**src/rtl/imm_extend_stage_if.sv**
```systemverilog
// Valid/ready bus of the immediate-extension stage: raw immediate in, extended immediate out.
// The stage uses the slave modport; the decode/execute side uses the master modport.
interface imm_extend_stage_if #(
   parameter int IN_W  = 16,
   parameter int OUT_W = 32,
   parameter int OPC_W = 6
) ();
   logic             in_valid;
   logic             in_ready;
   logic [IN_W-1:0]  in_imm;
   logic [OPC_W-1:0] in_opcode;
   logic             out_valid;
   logic             out_ready;
   logic [OUT_W-1:0] out_data;
   logic [1:0]       out_mode;

   modport master (
      output in_valid, in_imm, in_opcode, out_ready,
      input  in_ready, out_valid, out_data, out_mode
   );

   modport slave (
      input  in_valid, in_imm, in_opcode, out_ready,
      output in_ready, out_valid, out_data, out_mode
   );
endinterface

```
**src/rtl/imm_extend_stage.sv**
```systemverilog
// Registered MIPS immediate extension (sign, zero, upper-load) behind a valid/ready
// handshake with a two-entry skid buffer so backpressure never loses or repeats an entry.
module imm_extend_stage #(
   parameter int               IN_W     = 16,
   parameter int               OUT_W    = 32,
   parameter int               OPC_W    = 6,
   parameter logic [OPC_W-1:0] OPC_ANDI = 6'h0C,
   parameter logic [OPC_W-1:0] OPC_ORI  = 6'h0D,
   parameter logic [OPC_W-1:0] OPC_XORI = 6'h0E,
   parameter logic [OPC_W-1:0] OPC_LUI  = 6'h0F
) (
   input logic              clk,
   input logic              rst,
   input logic              flush,
   imm_extend_stage_if.slave bus
);

   if (IN_W < 1) begin : g_in_w_check
      $error("imm_extend_stage: IN_W must be at least 1");
   end
   if (OUT_W <= IN_W) begin : g_out_w_check
      $error("imm_extend_stage: OUT_W must be greater than IN_W");
   end

   typedef enum logic [1:0] {
      MODE_SEXT = 2'd0,
      MODE_ZEXT = 2'd1,
      MODE_LUI  = 2'd2
   } mode_e;

   logic [OUT_W-1:0] new_data;
   mode_e            new_mode;

   logic             m_valid;
   logic [OUT_W-1:0] m_data;
   mode_e            m_mode;
   logic             s_valid;
   logic [OUT_W-1:0] s_data;
   mode_e            s_mode;

   logic accept;
   logic drain;

   // NOTE: every output of a combinational block gets a default first, so no path can infer a latch.
   always_comb begin
      new_mode = MODE_SEXT;
      new_data = {{(OUT_W-IN_W){bus.in_imm[IN_W-1]}}, bus.in_imm};
      if (bus.in_opcode == OPC_ANDI || bus.in_opcode == OPC_ORI || bus.in_opcode == OPC_XORI) begin
         new_mode = MODE_ZEXT;
         new_data = {{(OUT_W-IN_W){1'b0}}, bus.in_imm};
      end else if (bus.in_opcode == OPC_LUI) begin
         new_mode = MODE_LUI;
         new_data = {bus.in_imm, {(OUT_W-IN_W){1'b0}}};
      end
   end

   // in_ready depends only on registered state, keeping out_ready off the upstream timing path.
   assign accept = bus.in_valid & ~s_valid;
   assign drain  = m_valid & bus.out_ready;

   // NOTE: state registers use non-blocking assignments so every flop samples pre-edge values.
   // NOTE: the skid data is never reset; only valid bits and the visible output data need a defined value.
   always_ff @(posedge clk) begin
      if (rst) begin
         m_valid <= 1'b0;
         s_valid <= 1'b0;
         m_data  <= '0;
         m_mode  <= MODE_SEXT;
      end else if (flush) begin
         m_valid <= 1'b0;
         s_valid <= 1'b0;
      end else if (!m_valid) begin
         // S is always empty while M is empty, so an accept lands directly in M.
         if (accept) begin
            m_valid <= 1'b1;
            m_data  <= new_data;
            m_mode  <= new_mode;
         end
      end else if (drain) begin
         if (s_valid) begin
            m_data  <= s_data;
            m_mode  <= s_mode;
            s_valid <= 1'b0;
         end else if (accept) begin
            m_data <= new_data;
            m_mode <= new_mode;
         end else begin
            m_valid <= 1'b0;
         end
      end else if (accept) begin
         s_valid <= 1'b1;
         s_data  <= new_data;
         s_mode  <= new_mode;
      end
   end

   assign bus.in_ready  = ~s_valid;
   assign bus.out_valid = m_valid;
   assign bus.out_data  = m_data;
   assign bus.out_mode  = m_mode;

endmodule

```
**src/flat_wrapper.sv**
```systemverilog
// flat-port wrapper written by rule: the top's interface ports become plain ports
module imm_extend_stage_flat 
#(
   parameter int               IN_W     = 16,
   parameter int               OUT_W    = 32,
   parameter int               OPC_W    = 6,
   parameter logic [OPC_W-1:0] OPC_ANDI = 6'h0C,
   parameter logic [OPC_W-1:0] OPC_ORI  = 6'h0D,
   parameter logic [OPC_W-1:0] OPC_XORI = 6'h0E,
   parameter logic [OPC_W-1:0] OPC_LUI  = 6'h0F
)
  (clk, rst, flush, bus_in_valid, bus_in_imm, bus_in_opcode, bus_out_ready, bus_in_ready, bus_out_valid, bus_out_data, bus_out_mode);
  imm_extend_stage_if #(.IN_W(IN_W), .OUT_W(OUT_W), .OPC_W(OPC_W)) bus_i ();
  input logic clk;
  input logic rst;
  input logic flush;
  input wire logic [$bits(bus_i.in_valid)-1:0] bus_in_valid;
  input wire logic [$bits(bus_i.in_imm)-1:0] bus_in_imm;
  input wire logic [$bits(bus_i.in_opcode)-1:0] bus_in_opcode;
  input wire logic [$bits(bus_i.out_ready)-1:0] bus_out_ready;
  output wire logic [$bits(bus_i.in_ready)-1:0] bus_in_ready;
  output wire logic [$bits(bus_i.out_valid)-1:0] bus_out_valid;
  output wire logic [$bits(bus_i.out_data)-1:0] bus_out_data;
  output wire logic [$bits(bus_i.out_mode)-1:0] bus_out_mode;
  assign bus_i.in_valid = bus_in_valid;
  assign bus_i.in_imm = bus_in_imm;
  assign bus_i.in_opcode = bus_in_opcode;
  assign bus_i.out_ready = bus_out_ready;
  assign bus_in_ready = bus_i.in_ready;
  assign bus_out_valid = bus_i.out_valid;
  assign bus_out_data = bus_i.out_data;
  assign bus_out_mode = bus_i.out_mode;
  imm_extend_stage #(.IN_W(IN_W), .OUT_W(OUT_W), .OPC_W(OPC_W), .OPC_ANDI(OPC_ANDI), .OPC_ORI(OPC_ORI), .OPC_XORI(OPC_XORI), .OPC_LUI(OPC_LUI)) u_core (.clk(clk), .rst(rst), .flush(flush), .bus(bus_i));
endmodule
```
**config.mk**
```make
export PLATFORM = sky130hd
export DESIGN_NAME = imm_extend_stage_flat
export DESIGN_NICKNAME = d
export VERILOG_FILES = /design/src/rtl/imm_extend_stage_if.sv /design/src/rtl/imm_extend_stage.sv /design/src/flat_wrapper.sv
export SDC_FILE = /design/constraint.sdc
export NUM_CORES = 1
export LEC_CHECK = 0
export ABC_CLOCK_PERIOD_IN_PS = 12400
export CORE_MARGIN = 4
export CORE_UTILIZATION = 54
export DETAILED_ROUTE_END_ITERATION = 12
export GPL_TIMING_DRIVEN = 1
export PLACE_DENSITY = 0.84
export SETUP_SLACK_MARGIN = 0.2
export SLEW_MARGIN = 20
export SYNTH_ARGS = -nofsm -noshare
export SYNTH_HDL_FRONTEND = slang
export SYNTH_SLANG_ARGS = --single-unit
```
**constraint.sdc**
```tcl
create_clock -name clk -period 12.4 [get_ports clk]
set_clock_uncertainty 0.2 [all_clocks]
set_input_delay 3.72 -clock clk [delete_from_list [all_inputs] [get_ports clk]]
set_output_delay 3.72 -clock clk [all_outputs]
set_load 0.02 [all_outputs]
```
# Word level (Yosys, flattened, before mapping)
# Cells that the tools add are included.
# classes
reduce_logical	7
eq_ne	5
n_mux	18
n_bitwise	6
# ops
cell	n
2-to-1 mux 32 bit	5
2-to-1 mux 31 bit	1
equality test 6 x 4 -> 1 bit (second input constant)	4
2-to-1 mux 2 bit	6
2-to-1 mux 1 bit	6
AND reduction 5 bit	1
inverter 1 bit	4
AND reduction 2 bit	2
AND 1 bit	2
logical OR 1 bit	2
inequality test 2 bit (second input constant)	1
nonzero test 2 bit	1
OR reduction 2 bit	1
# word_totals
input_bits	27
word_cells	42
out_inout_bits	36
regBits	70

# Depth between registers and ports, before layout
# logic_depth
word_depth	8
depth_mapped	6
mapped_depth_nobuf	4

# Least setup slack after synthesis
# No wires, ideal clock.
# synth_timing
kind	input -> register
startpoint	in rst
endpoint	reg u_core.s_data[0] (enable)
arrival_time_ns	7.897
path_stages	4
required_ns	11.678
n_path_buf	3
path_slack_ns	3.781
setup_time_ns	0.522
path_cell_list	clkbuf_1 clkbuf_1 buf_2 nor4b_1
# synth_via
elab_chain_cells	2
# synth_lines
item	line_no	text
start, declared	flat_wrapper.sv:15	input logic rst;
inverter 1 bit (no line)	--	
AND reduction 5 bit (no line)	--	
end signal, assigned	imm_extend_stage.sv:92	s_data <= new_data;
end, declared	imm_extend_stage.sv:38	logic [OUT_W-1:0] s_data;
# Every way passes these cells.
# A chain may end at the register's enable or synchronous reset.

# Worst setup path in the final report
# layout_timing
startpoint	in bus_out_ready
endpoint	reg u_core.m_data[19] (netlist: u_core.bus.out_data[19])
# layout_via
elab_chain_cells	3
# layout_lines
item	line_no	text
start, declared	flat_wrapper.sv:20	input wire logic [$bits(bus_i.out_ready)-1:0] bus_out_ready;
AND 1 bit	imm_extend_stage.sv:59	assign drain = m_valid & bus.out_ready;
inequality test 2 bit (no line)	--	
AND reduction 2 bit (no line)	--	
end signal, assigned	imm_extend_stage.sv:76	m_data <= new_data;
end signal, assigned	imm_extend_stage.sv:81	m_data <= s_data;
end signal, assigned	imm_extend_stage.sv:85	m_data <= new_data;
end, declared	imm_extend_stage.sv:35	logic [OUT_W-1:0] m_data;
# Every way passes these cells.

==> results.toml <==
[timing]
final-max-slew-violation-count = 0
finalWorstSetupSlack_ns = 6.119
worstMarginPinSlew_ns = 1.000
timing.max_slew.rel_slack_pct = 33.26
maxClockFrequency_mhz = 159.2
grt_setup_unrepaired = "no"
layout_min_cycle_time_ns = 6.281
report.final.setup_viol = 0
final-hold-violation-count = 0
finalSetupTns_ns = 0
period_share_pct = 50.65

[logic_synthesis]
yosysWarnings = 0
postSynth.topFlopCell = "sky130_fd_sc_hd__dfxtp_1"
asyncSetResetFlopFracSynth_pct = 0
synth.net_count = 290
synthTopCellsByArea = "sky130_fd_sc_hd__edfxtp_1, sky130_fd_sc_hd__dfxtp_1, sky130_fd_sc_hd__nor2b_1"
mappedNetlistArea_sq_um = 2990
yosysUniqueCellTypes = 32
ys_ff_latch = 70
synth_top_area_share_pct = 34.14
number_of_flops_mapped_to_enable_cells_by_yosys = 34
yosysMostFrequentCell = "sky130_fd_sc_hd__dfxtp_1"
synth_cells = 263
synth_sequential_area_ratio_pct = 58.24
netlist.top_cell.by_area = "sky130_fd_sc_hd__edfxtp_1"
syn_avg_cell_area_sq_um = 11.37
synthTopCellsByCount = "sky130_fd_sc_hd__dfxtp_1, sky130_fd_sc_hd__edfxtp_1, sky130_fd_sc_hd__nand2_1, sky130_fd_sc_hd__nor2b_1, sky130_fd_sc_hd__nor2_1"

[critical_path]
worst_r2r_endpoint = "u_core.bus.out_data[19]"
worstRegToRegCells = 4
critPathMaxStageDelay_ns = 0.82
timing.reg2reg.setup_slack_ns = 9.64
timing.setup.critical_path_class = "in2reg"
worst_path_max_delay_cell = "sky130_fd_sc_hd__and3_1"
end_kind = "register"
worstPathArrival_ns = 6.26
path_max_fanout = 19
cp_cell_sequence = "clkdlybuf4s50_1 -> and2b_4 -> nor2_2 -> and3_1 -> a21oi_1"
setup.worst_path.start_class = "input port"
critical_path.startpoint = "bus_out_ready"
worst_r2r_src = "u_core.bus.out_valid"
worst_path_required_ns = 12.38

[clock_network]
clock_latency_on_the_worst_skew_pair_ns = 0.33
cts_num_sinks = 70
cts.repair.resized = 0
h_tree_depth = 3
clock_slew_at_the_register_clock_pins_of_the_worst_setup_and_hold_paths_ns = 0.07
post_cts_buffers = 0
hold_buffers = 0
clk_path_buf_depth = 2
root_buffer = "sky130_fd_sc_hd__clkbuf_8"
cts_tree = "built"
tritoncts.num_buffers = 9

[hold_path]
hold_path_depth = 2
min_path_type = "reg2reg"
whs_endpoint = "u_core.bus.out_data[31]"
worst_hold_startpoint = "u_core.bus.out_data[31]"

[grt]
grt_start_max_net_pins = 39
via_count_of_the_first_global_routing_pass = 2192
grt_antenna_before_repair = 0
overflow = 0
grt_usage_pct = 22.08
grt_pass1_wl_um = 11090

[flow_run]
cap_viol_max_count = 0

[route]
avgViaCountPerCell = 5.708
detail-route-antenna-nets = 0
first_iter_violations = 201
routed_wire_length_per_instance_um = 17.49
firstDrtPassIters = 4
drcViolationCount = 0
routed_wl_um = 6891
routed-via-count = 2249

[outcome]
outcome = "finished clean"

[final_layout]
area.sequential_sq_um = 1742
fin_util_pct = 73.03
diodes = 0
nFillCells = 375
design.final.nets = 346
area_of_the_multi_input_gates_sq_um = 1144
post_route_cells_drive_above_1_share_pct = 14.20
area_delta_synth_final_pct = 27.91

[floorplan]
design.die.area_sq_um = 6792
die_w_um = 82.42
core-area_sq_um = 5238
design.portCount = 63
effective_utilization_at_floorplan_pct = 57.10
dieHeight_um = 82.42
floorplan.rows = 26

[placed_design]
routabilityCongestion = 0.7532
hpwl_um = 4491
buffer_ports.inserted = 62
dp_slack_ns = 5.801

[power_and_ir_drop]
leakage_nw = 1.326
power-per-cell-area_nw_per_um2 = 136.3
power.ir.vdd_worst_mv = 0.07076
## sequential cells by signal, summed over array words and instances (netlist names)
signal                cells
u_core.bus.out_data      32
u_core.bus.out_mode       2
u_core.bus.out_valid      1
u_core.s_data            32
u_core.s_mode             2
u_core.s_valid            1
## metal layers
metal / vias to the layer above / wire length, um / track usage [%]
li1: 1082 / - / -
met1: 1073 / 3000 / 29.78
met2: 85 / 3302 / 34.94
met3: 9 / 501 / 5.098
met4: 0 / 86 / 7.641
met5: - / 0 / 0
## worst max path at each step
stage               slack [ns]  cells past startpoint                      end
global route              6.03                      5  u_core.bus.out_data[19]
CTS                       6.13                      5  u_core.bus.out_data[19]
floorplan                 3.78                      4         u_core.s_data[0]
global placement          5.92                      5  u_core.bus.out_data[17]
detailed placement        5.80                      5  u_core.bus.out_data[19]
finish                    6.12                      5  u_core.bus.out_data[19]
## through the flow
step	cells	instance area, sq um	hold slack, ns	total power (W)
6_report	394	3825	0.3113	0.0005212
3_5_place_dp	378	3620	0.3018	0.0003328
2_1_floorplan	263	2990	0.3014	0.0003008
3_3_place_gp	378	3620	0.2911	0.0003308
4_1_cts	394	3825	0.3156	0.0005239
5_1_grt	394	3825	0.3446	0.0005421
## placed cells by master (no fill, tap or decap), drive strengths merged, types with 2 or more instances in the layout
master and n:
a2111oi 2, a211oi 18, a21oi 17, buf 3, bufinv 2, clkbuf 11
clkdlybuf4s50 62, clkinv 3, dfxtp 36, edfxtp 34, nand2 35, nor2 24
nor2b 32, o221a 2, o221ai 16, o22ai 16
## critical path: cells and delay by family
| family | cells | cell delay [ns] |
|---|---|---|
| compound gates | 1 | 0.20 |
| buf+inv | 1 | 0.52 |
| simple gates | 3 | 1.81 |
## logic make-up (layout without fill, tap and decap cells)
kind of cell           Yosys count  after routing  synth area share (%)
and+or+nand+nor                100            100                 16.99
AOI/OAI and AO/OA               72             72                 20.96
buffers and inverters           21             82                 3.807
DFF                             70             70                 58.24
## power breakdown
part           switching (W)  leakage [nW]  total (W)  internal [W]
clock              0.0000812         0.105   0.000193      0.000112
combinational      0.0000375         0.614  0.0000721     0.0000346
sequential        0.00000467         0.607   0.000256      0.000251
total               0.000123          1.33   0.000521      0.000398
## layout make-up
| cell class | count | share of cell area [%] |
|---|---|---|
| well taps | 70 | 2.290 |
| repair buffers | 65 | 16.81 |
| inverters | 1 | 0.09814 |
| clock buffers | 11 | 3.435 |
| clock inverters | 5 | 1.930 |
| multi-input cells | 172 | 29.90 |
| flip-flops and latches | 70 | 45.53 |
Note: power is estimated with default switching activity, not from simulation.
